### config.mk
export PLATFORM = sky130hd
export DESIGN_NAME = ll_multi_queue_flat
export DESIGN_NICKNAME = d
export VERILOG_FILES = /design/src/rtl/ll_multi_queue_if.sv /design/src/rtl/ll_multi_queue.sv /design/src/flat_wrapper.sv
export SDC_FILE = /design/constraint.sdc
export NUM_CORES = 1
export LEC_CHECK = 0
export CAP_MARGIN = 10
export CORE_ASPECT_RATIO = 0.6
export CORE_UTILIZATION = 50
export CTS_BUF_LIST = sky130_fd_sc_hd__clkbuf_8 sky130_fd_sc_hd__clkbuf_16
export CTS_CLUSTER_DIAMETER = 120
export DETAILED_ROUTE_END_ITERATION = 7
export PLACE_DENSITY = 0.68
export RECOVER_POWER = 50
export SLEW_MARGIN = 20
export SYNTH_ARGS = -nofsm -noshare
export SYNTH_HDL_FRONTEND = slang
export SYNTH_SLANG_ARGS = --single-unit
export TNS_END_PERCENT = 30
### constraint.sdc
create_clock -name clk -period 8.9 [get_ports clk]
set_clock_uncertainty 0.05 [all_clocks]
set_input_delay 1.78 -clock clk [delete_from_list [all_inputs] [get_ports clk]]
set_output_delay 1.78 -clock clk [all_outputs]
set_load 0.01 [all_outputs]
### src/rtl/ll_multi_queue_if.sv
// ll_multi_queue_if: push/pop handshake and status bundle for ll_multi_queue.
// Handshake rule: a push (pop) transfers on the rising clock edge where
// push_valid & push_ready (pop_valid & pop_ready) are both high; ready never
// depends on valid, and a valid held while ready is low is a protocol error.
interface ll_multi_queue_if #(
  parameter int NUM_ELEMS  = 8,
  parameter int NUM_LISTS  = 4,
  parameter int DATA_WIDTH = 8,
  parameter int CNT_WIDTH  = $clog2(NUM_ELEMS + 1),
  parameter int LIST_WIDTH = (NUM_LISTS > 1 ? $clog2(NUM_LISTS) : 1)
);
  logic                            push_valid;
  logic [LIST_WIDTH-1:0]           push_list;
  logic [DATA_WIDTH-1:0]           push_data;
  logic                            push_ready;
  logic                            pop_valid;
  logic [LIST_WIDTH-1:0]           pop_list;
  logic [DATA_WIDTH-1:0]           pop_data;
  logic                            pop_ready;
  logic [NUM_LISTS-1:0]            empty;
  logic                            full;
  logic [CNT_WIDTH-1:0]            total_count;
  logic [NUM_LISTS*CNT_WIDTH-1:0]  list_count;
  logic                            err_overflow;
  logic                            err_underflow;

  modport master (
    output push_valid, push_list, push_data, pop_valid, pop_list,
    input  push_ready, pop_data, pop_ready, empty, full, total_count,
           list_count, err_overflow, err_underflow
  );

  modport slave (
    input  push_valid, push_list, push_data, pop_valid, pop_list,
    output push_ready, pop_data, pop_ready, empty, full, total_count,
           list_count, err_overflow, err_underflow
  );
endinterface

### src/rtl/ll_multi_queue.sv
// ll_multi_queue: NUM_LISTS FIFO queues built as linked lists over one shared
// pool of NUM_ELEMS payload nodes, with an internally maintained free list.
// Optional macro LL_MULTI_QUEUE_STICKY_ERR_EN: error flags latch until reset
// instead of pulsing for one cycle.
module ll_multi_queue #(
  parameter int NUM_ELEMS  = 8,
  parameter int NUM_LISTS  = 4,
  parameter int DATA_WIDTH = 8,
  parameter int PTR_WIDTH  = $clog2(NUM_ELEMS),
  parameter int CNT_WIDTH  = $clog2(NUM_ELEMS + 1),
  parameter int LIST_WIDTH = (NUM_LISTS > 1 ? $clog2(NUM_LISTS) : 1)
) (
  input  logic            clk,
  input  logic            rst,
  ll_multi_queue_if.slave bus
);

  localparam logic [CNT_WIDTH-1:0]  FULL_CNT     = CNT_WIDTH'(NUM_ELEMS);
  localparam logic [CNT_WIDTH-1:0]  ONE_FREE_CNT = CNT_WIDTH'(NUM_ELEMS - 1);
  localparam logic [CNT_WIDTH-1:0]  CNT_ONE      = CNT_WIDTH'(1);
  localparam logic [LIST_WIDTH:0]   LIST_LIMIT   = (LIST_WIDTH + 1)'(NUM_LISTS);

  // Node storage: payload (never reset) and next-pointer links.
  logic [DATA_WIDTH-1:0] r_data [NUM_ELEMS];
  logic [PTR_WIDTH-1:0]  r_next [NUM_ELEMS];

  // Per-list bookkeeping.
  logic [PTR_WIDTH-1:0]  r_head [NUM_LISTS];
  logic [PTR_WIDTH-1:0]  r_tail [NUM_LISTS];
  logic [CNT_WIDTH-1:0]  r_cnt  [NUM_LISTS];

  // Free list and global occupancy.
  logic [PTR_WIDTH-1:0]  r_free_head;
  logic [PTR_WIDTH-1:0]  r_free_tail;
  logic [CNT_WIDTH-1:0]  r_total;

  logic                  r_err_ovf;
  logic                  r_err_udf;

  logic                  w_push_list_ok;
  logic                  w_pop_list_ok;
  logic                  w_full;
  logic                  w_push_ready;
  logic                  w_pop_ready;
  logic                  w_push_fire;
  logic                  w_pop_fire;
  logic                  w_same_list;
  logic [PTR_WIDTH-1:0]  w_alloc;
  logic [PTR_WIDTH-1:0]  w_pop_node;
  logic [CNT_WIDTH-1:0]  w_push_cnt;
  logic [CNT_WIDTH-1:0]  w_pop_cnt;
  logic                  w_ovf_evt;
  logic                  w_udf_evt;
  logic [NUM_LISTS-1:0]  w_empty;
  logic [NUM_LISTS*CNT_WIDTH-1:0] w_list_count;

  // Handshake decode: readiness, fire strobes and error events.
  always_comb begin
    w_push_list_ok = ({1'b0, bus.push_list} < LIST_LIMIT);
    w_pop_list_ok  = ({1'b0, bus.pop_list} < LIST_LIMIT);
    w_full         = (r_total == FULL_CNT);
    w_push_ready   = !w_full;
    w_push_cnt     = r_cnt[bus.push_list];
    w_pop_cnt      = r_cnt[bus.pop_list];
    w_pop_node     = r_head[bus.pop_list];
    w_alloc        = r_free_head;
    w_pop_ready    = w_pop_list_ok && (w_pop_cnt != '0);
    w_push_fire    = bus.push_valid && w_push_ready && w_push_list_ok;
    w_pop_fire     = bus.pop_valid && w_pop_ready;
    w_same_list    = (bus.push_list == bus.pop_list);
    w_ovf_evt      = bus.push_valid && !w_push_fire;
    w_udf_evt      = bus.pop_valid && !w_pop_ready;
  end

  // Per-list status flattening for the packed outputs.
  always_comb begin
    w_empty      = '0;
    w_list_count = '0;
    for (int i = 0; i < NUM_LISTS; i++) begin
      w_empty[i]                           = (r_cnt[i] == '0);
      w_list_count[i*CNT_WIDTH +: CNT_WIDTH] = r_cnt[i];
    end
  end

  // Payload write for the node taken from the free list.
  always_ff @(posedge clk) begin
    if (w_push_fire) r_data[w_alloc] <= bus.push_data;
  end

  // Link, list and free-list maintenance.
  always_ff @(posedge clk or posedge rst) begin
    if (rst) begin
      for (int j = 0; j < NUM_ELEMS; j++) r_next[j] <= PTR_WIDTH'((j + 1) % NUM_ELEMS);
      for (int i = 0; i < NUM_LISTS; i++) begin
        r_head[i] <= '0;
        r_tail[i] <= '0;
        r_cnt[i]  <= '0;
      end
      r_free_head <= '0;
      r_free_tail <= PTR_WIDTH'(NUM_ELEMS - 1);
      r_total     <= '0;
    end else begin
      // Pop advances the head; a same-list push below may override it.
      if (w_pop_fire) r_head[bus.pop_list] <= r_next[w_pop_node];

      // Push appends the new node; an empty list, or a one-entry list that
      // is popped this same cycle, ends up holding only the new node.
      if (w_push_fire) begin
        if ((w_push_cnt == '0) || (w_pop_fire && w_same_list && (w_push_cnt == CNT_ONE)))
          r_head[bus.push_list] <= w_alloc;
        else
          r_next[r_tail[bus.push_list]] <= w_alloc;
        r_tail[bus.push_list] <= w_alloc;
      end

      // Free list: popped node joins at the tail, allocated node leaves the head.
      // When the free list is (or becomes) empty, the popped node stands alone.
      if (w_pop_fire && w_push_fire) begin
        if (r_total == ONE_FREE_CNT) begin
          r_free_head <= w_pop_node;
          r_free_tail <= w_pop_node;
        end else begin
          r_free_head         <= r_next[r_free_head];
          r_next[r_free_tail] <= w_pop_node;
          r_free_tail         <= w_pop_node;
        end
      end else if (w_pop_fire) begin
        if (w_full) begin
          r_free_head <= w_pop_node;
          r_free_tail <= w_pop_node;
        end else begin
          r_next[r_free_tail] <= w_pop_node;
          r_free_tail         <= w_pop_node;
        end
      end else if (w_push_fire) begin
        r_free_head <= r_next[r_free_head];
      end

      for (int i = 0; i < NUM_LISTS; i++) begin
        if (w_push_fire && (bus.push_list == LIST_WIDTH'(i)) &&
            !(w_pop_fire && (bus.pop_list == LIST_WIDTH'(i))))
          r_cnt[i] <= r_cnt[i] + CNT_ONE;
        else if (w_pop_fire && (bus.pop_list == LIST_WIDTH'(i)) &&
                 !(w_push_fire && (bus.push_list == LIST_WIDTH'(i))))
          r_cnt[i] <= r_cnt[i] - CNT_ONE;
      end

      if (w_push_fire && !w_pop_fire)      r_total <= r_total + CNT_ONE;
      else if (w_pop_fire && !w_push_fire) r_total <= r_total - CNT_ONE;
    end
  end

  // Protocol error flags: one-cycle pulses, or latched until reset.
  always_ff @(posedge clk or posedge rst) begin
    if (rst) begin
      r_err_ovf <= 1'b0;
      r_err_udf <= 1'b0;
    end else begin
`ifdef LL_MULTI_QUEUE_STICKY_ERR_EN
      r_err_ovf <= r_err_ovf | w_ovf_evt;
      r_err_udf <= r_err_udf | w_udf_evt;
`else
      r_err_ovf <= w_ovf_evt;
      r_err_udf <= w_udf_evt;
`endif
    end
  end

  assign bus.push_ready    = w_push_ready;
  assign bus.pop_ready     = w_pop_ready;
  assign bus.pop_data      = r_data[w_pop_node];
  assign bus.empty         = w_empty;
  assign bus.full          = w_full;
  assign bus.total_count   = r_total;
  assign bus.list_count    = w_list_count;
  assign bus.err_overflow  = r_err_ovf;
  assign bus.err_underflow = r_err_udf;

endmodule

### src/flat_wrapper.sv
// flat-port wrapper written by rule: the top's interface ports become plain ports
module ll_multi_queue_flat 
#(
  parameter int NUM_ELEMS  = 8,
  parameter int NUM_LISTS  = 4,
  parameter int DATA_WIDTH = 8,
  parameter int PTR_WIDTH  = $clog2(NUM_ELEMS),
  parameter int CNT_WIDTH  = $clog2(NUM_ELEMS + 1),
  parameter int LIST_WIDTH = (NUM_LISTS > 1 ? $clog2(NUM_LISTS) : 1)
)
  (clk, rst, bus_push_valid, bus_push_list, bus_push_data, bus_pop_valid, bus_pop_list, bus_push_ready, bus_pop_data, bus_pop_ready, bus_empty, bus_full, bus_total_count, bus_list_count, bus_err_overflow, bus_err_underflow);
  ll_multi_queue_if #(.NUM_ELEMS(NUM_ELEMS), .NUM_LISTS(NUM_LISTS), .DATA_WIDTH(DATA_WIDTH), .CNT_WIDTH(CNT_WIDTH), .LIST_WIDTH(LIST_WIDTH)) bus_i ();
  input  logic clk;
  input  logic rst;
  input wire logic [$bits(bus_i.push_valid)-1:0] bus_push_valid;
  input wire logic [$bits(bus_i.push_list)-1:0] bus_push_list;
  input wire logic [$bits(bus_i.push_data)-1:0] bus_push_data;
  input wire logic [$bits(bus_i.pop_valid)-1:0] bus_pop_valid;
  input wire logic [$bits(bus_i.pop_list)-1:0] bus_pop_list;
  output wire logic [$bits(bus_i.push_ready)-1:0] bus_push_ready;
  output wire logic [$bits(bus_i.pop_data)-1:0] bus_pop_data;
  output wire logic [$bits(bus_i.pop_ready)-1:0] bus_pop_ready;
  output wire logic [$bits(bus_i.empty)-1:0] bus_empty;
  output wire logic [$bits(bus_i.full)-1:0] bus_full;
  output wire logic [$bits(bus_i.total_count)-1:0] bus_total_count;
  output wire logic [$bits(bus_i.list_count)-1:0] bus_list_count;
  output wire logic [$bits(bus_i.err_overflow)-1:0] bus_err_overflow;
  output wire logic [$bits(bus_i.err_underflow)-1:0] bus_err_underflow;
  assign bus_i.push_valid = bus_push_valid;
  assign bus_i.push_list = bus_push_list;
  assign bus_i.push_data = bus_push_data;
  assign bus_i.pop_valid = bus_pop_valid;
  assign bus_i.pop_list = bus_pop_list;
  assign bus_push_ready = bus_i.push_ready;
  assign bus_pop_data = bus_i.pop_data;
  assign bus_pop_ready = bus_i.pop_ready;
  assign bus_empty = bus_i.empty;
  assign bus_full = bus_i.full;
  assign bus_total_count = bus_i.total_count;
  assign bus_list_count = bus_i.list_count;
  assign bus_err_overflow = bus_i.err_overflow;
  assign bus_err_underflow = bus_i.err_underflow;
  ll_multi_queue #(.NUM_ELEMS(NUM_ELEMS), .NUM_LISTS(NUM_LISTS), .DATA_WIDTH(DATA_WIDTH), .PTR_WIDTH(PTR_WIDTH), .CNT_WIDTH(CNT_WIDTH), .LIST_WIDTH(LIST_WIDTH)) u_core (.clk(clk), .rst(rst), .bus(bus_i));
endmodule
# After elaboration in Yosys (flattened, before gate mapping)
# Memories as Yosys holds them, arrays and structs flattened.
# Cells that the tools add are included.
# Widths: inputs -> output; s select.
# classes
n_eq_ne,11
bitwise,6
magnitude_cmp,10
n_addsub,10
reduce_logical,58
shifts,0
mux,59
mul,0
div_mod_pow,0
# op_table
cell,count
$mux 24,6
$mux 3,19
$mux 4,14
$bwmux 24,2
$bwmux 12,3
$mux 12,3
$logic_and 1x1->1,29
$add 4x1->4 const B,5
$logic_not 4->1,5
$sub 4x1->4 const B,5
$bmux 3 s3,2
$demux 3 s3,2
$bmux 4 s2,2
$ge 4x4->1 const B,4
$not 3->4,4
$bmux 3 s2,2
$demux 3 s2,2
$logic_not 1->1,12
$reduce_bool 2->1,6
$eq 2x2->1 const B,4
$lt 4x1->1 const B,2
$ge 3x3->1 const B,2
$lt 3x1->1 const B,2
$not 2->3,2
12 further kinds,15
# totals
latchBits,0
ff_bits,76
n_memories,1
rom_bits,0
ram_bits,64
out_inout_bits,37
# mem_list
name,words,word_bits,read_ports,rd_clocked_by_memory_dff,write_ports,line_no,source
u_core.r_data,8,8,1,0,1,ll_multi_queue.sv:24,logic [DATA_WIDTH-1:0] r_data [NUM_ELEMS];

# Longest topological paths before layout
# Gate-level depths: netlist of run 1.
# depth
ltp_word,16
depth_mapped,16
ltp_nobuf,13

# Worst setup path before layout of run 1
# Ideal clock, no wire load.
# synth_timing
path_kind,input port to output port
from,input port bus_pop_list[0]
to,output port bus_pop_data[0]
required_time_ns,7.070
cell_stages,6
n_path_buf,3
arrival_ns,3.462
setup_slack_ns,3.608
path_cell_list,buf_6 -> mux4_1 -> clkbuf_8 -> buf_2 -> mux4_2 -> mux2_2
# synth_between
elab_chain_len,5
# synth_lines
item,line_no,source
from (decl),flat_wrapper.sv:19,input wire logic [$bits(bus_i.pop_list)-1:0] bus_pop_list;
$not 2->3 (implied by the code),ll_multi_queue.sv:65,w_pop_node = r_head[bus.pop_list];
$bmux 3 s2,ll_multi_queue.sv:65,
$mux 3 (implied by the code) (2 in series),ll_multi_queue.sv:65,
$mem_v2 8x8,--,
to (decl),flat_wrapper.sv:21,output wire logic [$bits(bus_i.pop_data)-1:0] bus_pop_data;
# Every way passes these cells. The select of a mux whose other input is x is not followed.

# Worst setup path in the final report of run 1
# layout_timing
from,input port bus_pop_list[0]
to,output port bus_pop_data[2]
# Same word-level chain as after synthesis.

==> flow_metrics.tcl, run 1 <==
set metrics [dict create \
    status "finished, violations left" \
    violations "capacitance limit, slew limit" \
    async_reset_ff_frac 0.543 \
    fin_ws_ns 2.15 \
    switching_share 0.378 \
    synth_edf_count 64 \
    die_area_um2 15300 \
    num_vias 5153 \
    worst_pin_slew_ns 4.10 \
    cts_root_buf "clkbuf_16" \
    cts_tree "yes" \
    cp_max_fo 21 \
    setup_viol 0 \
    pin_count 53 \
    syn-cell-area_um2 7380 \
    syn_avg_cell_area_um2 12.7 \
    ctsHtreeMaxLevel 4 \
    wl_um 17800 \
    hold_buffers 0 \
    syn_to_final_growth_pct 16.8 \
    slew_headroom -1.73 \
    wl_per_cell_um 21.3 \
    drive_above_1_share 0.216 \
    path_clk_slew_ns 0.06 \
    p_leak_nw 3.25 \
    drv_slew 77 \
    antenna_found_initial 0 \
    clockBufferDepth 2 \
    io_buffers 52 \
    crit_type "input port to output port" \
    pre_cts_slack_ns 2.12 \
    required_ns 7.07 \
    die_x_um 159 \
    cts.sinks 140 \
    hpwl_um 12400 \
    grt_max_degree 77 \
    drc_errors 0 \
    worst_skew_pair.late_latency_ns 0.42 \
    ys_ff_latch 140 \
    stdcell_count 836 \
    seq_area_frac_synth 0.521 \
    drtAntennaViolNets 0 \
    combPwrFrac 0.435 \
    yosysWarnings 0 \
    cts_setup_buffers 0 \
    peakVddDrop_mv 0.147 \
    finalHoldViolCount 0 \
    viasPerCell 6.16 \
    syn_nets 619 \
    dieHeight_um 96.1 \
    gp_congestion 0.914 \
    rows 33 \
    rsz0062_at_grt "no" \
    start_util 0.525 \
    power.internal_w 0.00204 \
    start_kind "input port" \
    antennaDiodeCount 0 \
    drt-pass1-iter-count 5 \
    n_fill_cell 1085 \
    syn_inst 582 \
    placedCellCount 804 \
    fmax_mhz 148 \
    grtUsageTotal 0.251 \
    core_area_um2 14000 \
    gr-total-overflow 0 \
    seq_power_share 0.347 \
    finalSetupTns_ns 0 \
    ys_types 57 \
    p_clk_frac 0.219 \
    crit_arrival_ns 4.92 \
    hold_path.class "flop to flop" \
    grt_pass1_vias 5001 \
    max_cap_violations 1 \
    power.switching_w 0.00124 \
    nets 668 \
    final.period_utilization 0.758 \
    initialDrtViolationCount 444 \
    grt_first_pass_wirelength_um 28300 \
    ctsResizeCount 0 \
    power_density_nw_per_um2 380 \
    synth_ff_type "edfxtp_1" \
    min_period_ns 6.75 \
    cts_buffers 17 \
    critPathCaptureType "output port" \
]
-- logic make-up after synthesis --
logic type / after synthesis / synth area share
fa+ha+maj: 21 / 0.0407
compound gates: 96 / 0.0821
buf+inv: 46 / 0.0334
mux: 94 / 0.183
flops: 140 / 0.521
simple gates: 163 / 0.114
xor+xnor: 22 / 0.0261
-- worst max-delay path, stage by stage --
cell and delay (ns):
clkdlybuf4s50_1 0.61, mux4_2 0.75, buf_4 0.44, mux4_2 0.56
mux2_2 0.28, clkdlybuf4s50_1 0.48
-- power groups by stage --
stage	Clock, W	Combinational (W)	Sequential [W]
5_1_grt	0.000755	0.00153	0.00116
3_3_place_gp	0	0.00137	0.00112
2_1_floorplan	0	0.000998	0.00107
6_report	0.000715	0.00142	0.00114
4_1_cts	0.000724	0.00143	0.00113
3_5_place_dp	0	0.00141	0.00114
-- state kept, by name (all words and copies together), names as in the netlist, 3 cells and up --
name / count
u_core.r_data: 64
u_core.r_next: 24
u_core.bus.list_count: 16
u_core.r_head: 12
u_core.r_tail: 12
u_core.bus.total_count: 4
u_core.r_free_head: 3
u_core.r_free_tail: 3
-- metal layers --
metal	share of wire	global-route usage	up-vias
met5	0	0	-
met4	0.0097	0.0672	0
met3	0.070	0.0590	19
met2	0.43	0.359	206
met1	0.49	0.379	2655
li1	-	-	2273
-- final cells by class --
type                       instances  area, um^2  share of cell area
sequential                       140        3840               0.446
multi-input combinational        396        3290               0.382
timing repair buffer              63         588              0.0683
clock buffer                      17         425              0.0494
tap                              192         240              0.0279
clock inverter                    15         179              0.0208
inverter                          13        48.8             0.00566
-- metrics by stage --
stage | utilization | hold WS (ns) | total power, W | instance area (um^2)
6_report | 0.614 | 0.442 | 0.00327 | 8620
5_1_grt | 0.614 | 0.455 | 0.00345 | 8620
4_1_cts | 0.615 | 0.440 | 0.00328 | 8630
3_5_place_dp | 0.572 | 0.425 | 0.00255 | 8030
3_3_place_gp | 0.572 | 0.414 | 0.00249 | 8030
2_1_floorplan | - | 0.404 | 0.00207 | 7380
-- final timing paths --
check	from	slack [ns]	cells after the start	to
max	bus_pop_list[0]	2.15	6	bus_pop_data[2]
min	u_core.bus.list_count[7]	0.44	1	u_core.bus.list_count[7]
max reg2reg	u_core.bus.total_count[0]	4.82	13	u_core.bus.list_count[15]
min reg2reg	u_core.bus.list_count[7]	0.44	1	u_core.bus.list_count[7]
max in group asynchronous	rst	3.11	3	u_core.r_next[10]
min in group asynchronous	rst	3.35	3	u_core.bus.list_count[2]
-- Yosys cell counts, types with 2 or more instances --
master / count / share of area
nand2b_1: 4 / 0.0034
nor3_1: 7 / 0.0047
a21o_1: 5 / 0.0051
dfstp_2: 15 / 0.053
o31a_1: 10 / 0.012
a22oi_1: 3 / 0.0031
xnor2_1: 15 / 0.018
and2_1: 3 / 0.0025
nand4_1: 4 / 0.0034
nand3_1: 17 / 0.012
dfrtp_1: 61 / 0.21
mux2_2: 41 / 0.063
edfxtp_1: 64 / 0.26
or4b_2: 2 / 0.0027
fa_1: 5 / 0.014
nor2b_1: 6 / 0.0051
ha_1: 16 / 0.027
buf_1: 2 / 0.0010
buf_6: 5 / 0.0076
a21oi_1: 17 / 0.012
clkbuf_1: 13 / 0.0066
buf_2: 10 / 0.0068
a31oi_1: 15 / 0.013
mux4_2: 26 / 0.079
mux2i_1: 25 / 0.034
nor2_2: 2 / 0.0017
or3_1: 18 / 0.015
mux4_1: 2 / 0.0071
and3_4: 3 / 0.0046
inv_1: 12 / 0.0061
xor2_1: 7 / 0.0083
clkbuf_8: 2 / 0.0037
nor4_1: 2 / 0.0017
nand4b_1: 3 / 0.0036
nand2_1: 37 / 0.019
o21ai_0: 39 / 0.026
nor2_1: 44 / 0.022
-- layout by cell type, fill, tap and decap left out, types with 3 or more instances in the layout --
cell type        netlist  routed
clkinv_8               0       3
xnor2_1               15      15
dfstp_2               15      15
o21ai_0               39      39
mux2_2                41      41
xor2_1                 7       7
edfxtp_1              64      64
mux4_2                26      26
nand2_1               37      38
clkinvlp_4             0       3
clkbuf_16              0      17
a22oi_1                3       3
nand3_1               17      17
dfrtp_1               61      61
fa_1                   5       5
ha_1                  16      16
buf_4                  0       7
nand2b_1               4       4
a21oi_1               17      17
inv_1                 12      11
dlygate4sd3_1          0      10
nand4b_1               3       3
clkbuf_1              13       4
nand4_1                4       4
a31oi_1               15      15
a21o_1                 5       5
mux2i_1               25      25
nor2b_1                6       6
clkdlybuf4s50_1        0      42
nor3_1                 7       7
inv_6                  0       3
inv_8                  0       3
o31a_1                10      10
or3_1                 18      18
nor2_1                44      44
and3_4                 3       3
Power figures use the tool's default switching activity.
==> inputs of run 2 (changes only) <==
==> constraint.sdc (replaced) <==
create_clock -name clk -period 7 [get_ports clk]
set_clock_uncertainty 0.05 [all_clocks]
set_input_delay 1.4 -clock clk [delete_from_list [all_inputs] [get_ports clk]]
set_output_delay 1.4 -clock clk [all_outputs]
set_load 0.01 [all_outputs]
==> flow_metrics.tcl, run 2 (synthesized netlist as in run 1, its figures left out) <==
set metrics [dict create \
    pin_count 53 \
    ctsHtreeMaxLevel 4 \
    status "finished, violations left" \
    largest_reg_flops 64 \
    crit_arrival_ns 4.51 \
    required_ns 5.55 \
    power_density_nw_per_um2 483 \
    use_met3 0.0547 \
    hpwl_um 12100 \
    start_kind "input port" \
    clockBufferDepth 2 \
    violations "capacitance limit, slew limit" \
    slew_headroom -1.81 \
    finalHoldViolCount 0 \
    grt_max_degree 77 \
    cts_root_buf "clkbuf_16" \
    grtUsageTotal 0.241 \
    drtAntennaViolNets 0 \
    cts.sinks 140 \
    cp_max_fo 38 \
    finalSetupTns_ns 0 \
    worst_pin_slew_ns 4.21 \
    fmax_mhz 168 \
    final_cell_mix "edfxtp_1 (64), dfrtp_1 (61), nor2_1 (44), clkdlybuf4s50_1 (42), mux2_2 (41)" \
    drc_errors 0 \
    drive_above_1_share 0.215 \
    dieHeight_um 96.1 \
    num_vias 4972 \
    grt_first_pass_wirelength_um 27500 \
    drt-pass1-iter-count 5 \
    wl_um 17200 \
    r2r_cells 10 \
    placedCellCount 803 \
    crit_type "input port to output port" \
    drv_slew 77 \
    min_period_ns 5.96 \
    die_x_um 159 \
    antenna_found_initial 0 \
    final_common_cell "edfxtp_1" \
    core_area_um2 14000 \
    ctsResizeCount 0 \
    rr_startpoint "u_core.bus.total_count[0]" \
    worst_skew_pair.late_latency_ns 0.42 \
    viasPerCell 5.95 \
    grtUsageMet2 0.346 \
    gr-total-overflow 0 \
    setup_viol 0 \
    critPathCaptureType "output port" \
    top_usage_layer "met1" \
    hold_end "u_core.r_free_tail[1]" \
    min_from "u_core.r_free_tail[1]" \
    start_util 0.525 \
    cts_setup_buffers 0 \
    syn_to_final_growth_pct 17.0 \
    final.period_utilization 0.851 \
    antennaDiodeCount 0 \
    ff2ff_setup_slack_ns 2.91 \
    max_cap_violations 1 \
    die_area_um2 15300 \
    path_clk_slew_ns 0.06 \
    grt_pass1_vias 4854 \
    hold_buffers 0 \
    nets 667 \
    largest-register "u_core.r_data" \
    wl_per_cell_um 20.6 \
    gp_congestion 0.886 \
    r2r-end "u_core.r_next[1]" \
    initialDrtViolationCount 481 \
    cts_buffers 17 \
    cts_tree "yes" \
    p_leak_nw 3.27 \
    grt_util_met1 0.368 \
    holdPathStages 2 \
    peakVddDrop_mv 0.195 \
    rows 33 \
    stdcell_count 835 \
    hold_path.class "flop to flop" \
    io_buffers 52 \
    rsz0062_at_grt "no" \
]
## run 2: cell type report
type / count / area [um^2]
timing repair buffer: 62 / 584
sequential: 140 / 3840
tap: 192 / 240
multi-input combinational: 396 / 3290
clock inverter: 15 / 201
clock buffer: 17 / 425
fill: 1114 / 5410
inverter: 13 / 48.8
## run 2: routing by layer
metal / up-vias / share of wire
met5: - / 0
met1: 2513 / 0.50
met3: 9 / 0.071
li1: 2275 / -
met2: 175 / 0.43
met4: 0 / 0.0054
## run 2: power by group
part           internal [W]  switching, W
registers           0.00117      0.000266
logic              0.000907      0.000877
clock network      0.000548      0.000396
total               0.00263       0.00154
## run 2: critical path, stage by stage
cell	delay (ns)
clkdlybuf4s50_1	0.71
mux4_4	1.06
mux4_2	0.56
mux2_2	0.28
clkdlybuf4s50_1	0.48
## run 2: worst max path at each step
stage | from | to | slack (ns)
3_3_place_gp | bus_pop_list[0] | bus_pop_data[0] | 0.95
6_report | bus_pop_list[0] | bus_pop_data[3] | 1.04
3_5_place_dp | bus_pop_list[0] | bus_pop_data[0] | 0.87
5_1_grt | rst | u_core.r_next[13] | 0.66
4_1_cts | bus_pop_list[0] | bus_pop_data[3] | 0.86
2_1_floorplan | bus_pop_list[0] | bus_pop_data[0] | 2.47
## run 2: through the flow
step / area, um^2 / utilization / setup slack, ns / hold slack [ns] / total power (W)
global placement: 8020 / 0.571 / 0.949 / 0.414 / 0.00316
CTS: 8650 / 0.616 / 0.856 / 0.434 / 0.00418
global route: 8630 / 0.615 / 0.662 / 0.440 / 0.00441
floorplan: 7380 / - / 2.47 / 0.404 / 0.00263
detailed placement: 8020 / 0.571 / 0.865 / 0.424 / 0.00322
finish: 8630 / 0.615 / 1.04 / 0.437 / 0.00417
==> inputs of run 3 (changes only) <==
--- a/config.mk
+++ b/config.mk
@@ -5,13 +5,13 @@
 export SDC_FILE = /design/constraint.sdc
 export NUM_CORES = 1
 export LEC_CHECK = 0
-export CAP_MARGIN = 10
+export CAP_MARGIN = 20
 export CORE_ASPECT_RATIO = 0.6
-export CORE_UTILIZATION = 50
+export CORE_UTILIZATION = 45
 export CTS_BUF_LIST = sky130_fd_sc_hd__clkbuf_8 sky130_fd_sc_hd__clkbuf_16
 export CTS_CLUSTER_DIAMETER = 120
 export DETAILED_ROUTE_END_ITERATION = 7
-export PLACE_DENSITY = 0.68
+export PLACE_DENSITY = 0.62
 export RECOVER_POWER = 50
 export SLEW_MARGIN = 20
 export SYNTH_ARGS = -nofsm -noshare
==> flow_metrics.tcl, run 3 (synthesized netlist as in run 1, its figures left out) <==
set metrics [dict create \
    start_kind "input port" \
    cp_max_fo 18 \
    num_vias 5020 \
    drt-pass1-iter-count 5 \
    p_leak_nw 3.23 \
    gr-total-overflow 0 \
    grt_first_pass_wirelength_um 28100 \
    gp_congestion 0.882 \
    crit_top_cell "clkdlybuf4s50_1" \
    antennaDiodeCount 0 \
    crit_family "multiplexers" \
    seq_power_share 0.361 \
    rows 35 \
    hpwl_um 12500 \
    timing.hold.ws_ns 0.434 \
    cts.sinks 140 \
    status "finished, violations left" \
    clockBufferDepth 2 \
    drv_slew 58 \
    hold_buffers 0 \
    start_util 0.471 \
    drtAntennaViolNets 0 \
    power.internal_w 0.00254 \
    cts_tree "yes" \
    power_density_nw_per_um2 475 \
    core_area_um2 15700 \
    cts_root_buf "clkbuf_16" \
    power.switching_w 0.00154 \
    critPathCaptureType "output port" \
    placedCellCount 811 \
    r2r_cells 10 \
    peakVddDrop_mv 0.199 \
    p_clk_frac 0.208 \
    worst_pin_slew_ns 3.22 \
    cts_buffers 17 \
    pin_count 53 \
    rsz0062_at_grt "no" \
    cts_setup_buffers 0 \
    viasPerCell 5.95 \
    drive_above_1_share 0.217 \
    largest-register "u_core.r_data" \
    drc_errors 0 \
    final.period_utilization 0.838 \
    violations "capacitance limit, slew limit" \
    crit_path_cell_trace "clkdlybuf4s50_1 -> mux4_1 -> mux4_2 -> mux2_2 -> clkdlybuf4s50_1" \
    grt_max_degree 77 \
    required_ns 5.55 \
    utilization 0.547 \
    final_cell_mix "edfxtp_1 (64), dfrtp_1 (61), nor2_1 (44), mux2_2 (41), o21ai_0 (39)" \
    largest_reg_flops 64 \
    max_stage_delay_ns 1.05 \
    crit_type "input port to output port" \
    nets 665 \
    switching_share 0.377 \
    syn_to_final_growth_pct 16.2 \
    pre_cts_slack_ns 1.15 \
    crit_arrival_ns 4.41 \
    path_clk_slew_ns 0.06 \
    die_x_um 167 \
    critical_path_depth 5 \
    min_period_ns 5.86 \
    final_common_cell "edfxtp_1" \
    ctsHtreeMaxLevel 4 \
    holdPathStages 1 \
    cp_num_buf_inv 2 \
    grt_pass1_vias 4895 \
    io_buffers 52 \
    finalSetupTns_ns 0 \
    worst_skew_pair.late_latency_ns 0.43 \
    fin_ws_ns 1.14 \
    max_cap_violations 1 \
    die_area_um2 16900 \
    antenna_found_initial 0 \
    slew_headroom -1.15 \
    dieHeight_um 101 \
    ctsResizeCount 0 \
    stdcell_count 844 \
    hold_path.class "flop to flop" \
    wl_per_cell_um 21.0 \
    crit_slowest_cell "mux4_1" \
    fmax_mhz 171 \
    wl_um 17700 \
    grtUsageTotal 0.223 \
    initialDrtViolationCount 460 \
    setup_viol 0 \
    combPwrFrac 0.431 \
    finalHoldViolCount 0 \
]
[run 3: cell count changes in the layout (fill, tap and decap cells not counted), moves of 3 or more]
cell	change
clkdlybuf4s50_1	-6
nor3_2	+3
inv_6	+3
dlygate4sd3_1	+6
nor3_1	-3
inv_8	-3
[run 3: routing by layer]
metal,vias up,global-route usage,routed length (um)
li1,2270,-,-
met5,-,0,0
met1,2511,0.346,8830
met2,220,0.304,7100
met3,19,0.0610,1650
met4,0,0.0607,141
[run 3: area by class of cell]
cell class | count | area (um^2)
well taps | 203 | 254
inverters | 13 | 48.8
flip-flops and latches | 140 | 3840
repair buffers | 60 | 569
multi-input cells | 396 | 3310
fillers | 1302 | 7100
clock inverters | 15 | 128
clock buffers | 17 | 425
[run 3: power groups by stage]
stage / logic, W / clock network (W) / registers [W]
floorplan: 0.00127 / 0 / 0.00136
global placement: 0.00170 / 0 / 0.00146
detailed placement: 0.00175 / 0 / 0.00148
CTS: 0.00176 / 0.000863 / 0.00147
global route: 0.00192 / 0.000899 / 0.00151
finish: 0.00176 / 0.000846 / 0.00147
[run 3: stage by stage]
step	cell area (um^2)	power, W
after global placement	8030	0.00317
after floorplan	7380	0.00263
after global routing	8570	0.00432
final	8570	0.00407
after detailed placement	8030	0.00323
after CTS	8580	0.00409
[run 3: path summary, 6_finish.rpt]
kind | end | start | slack [ns]
worst max-delay path | bus_pop_data[0] | bus_pop_list[0] | 1.14
worst min-delay path | u_core.bus.list_count[7] | u_core.bus.list_count[7] | 0.43
worst max register to register | u_core.r_next[4] | u_core.bus.total_count[0] | 2.95
worst min register to register | u_core.bus.list_count[7] | u_core.bus.list_count[7] | 0.43
max in group asynchronous | u_core.r_next[0] | rst | 1.59
min in group asynchronous | u_core.bus.list_count[0] | rst | 1.69
[run 3: worst reg2reg max path, cell delays in order, from the launching register on]
cell	delay (ns)
dfrtp_1	0.46
or4b_2	0.78
nand2_1	0.46
inv_1	0.40
ha_1	0.37
nor2b_1	0.15
nand4_1	0.13
o21ai_0	0.13
or4_1	0.71
o31a_1	0.19
a21oi_1	0.15
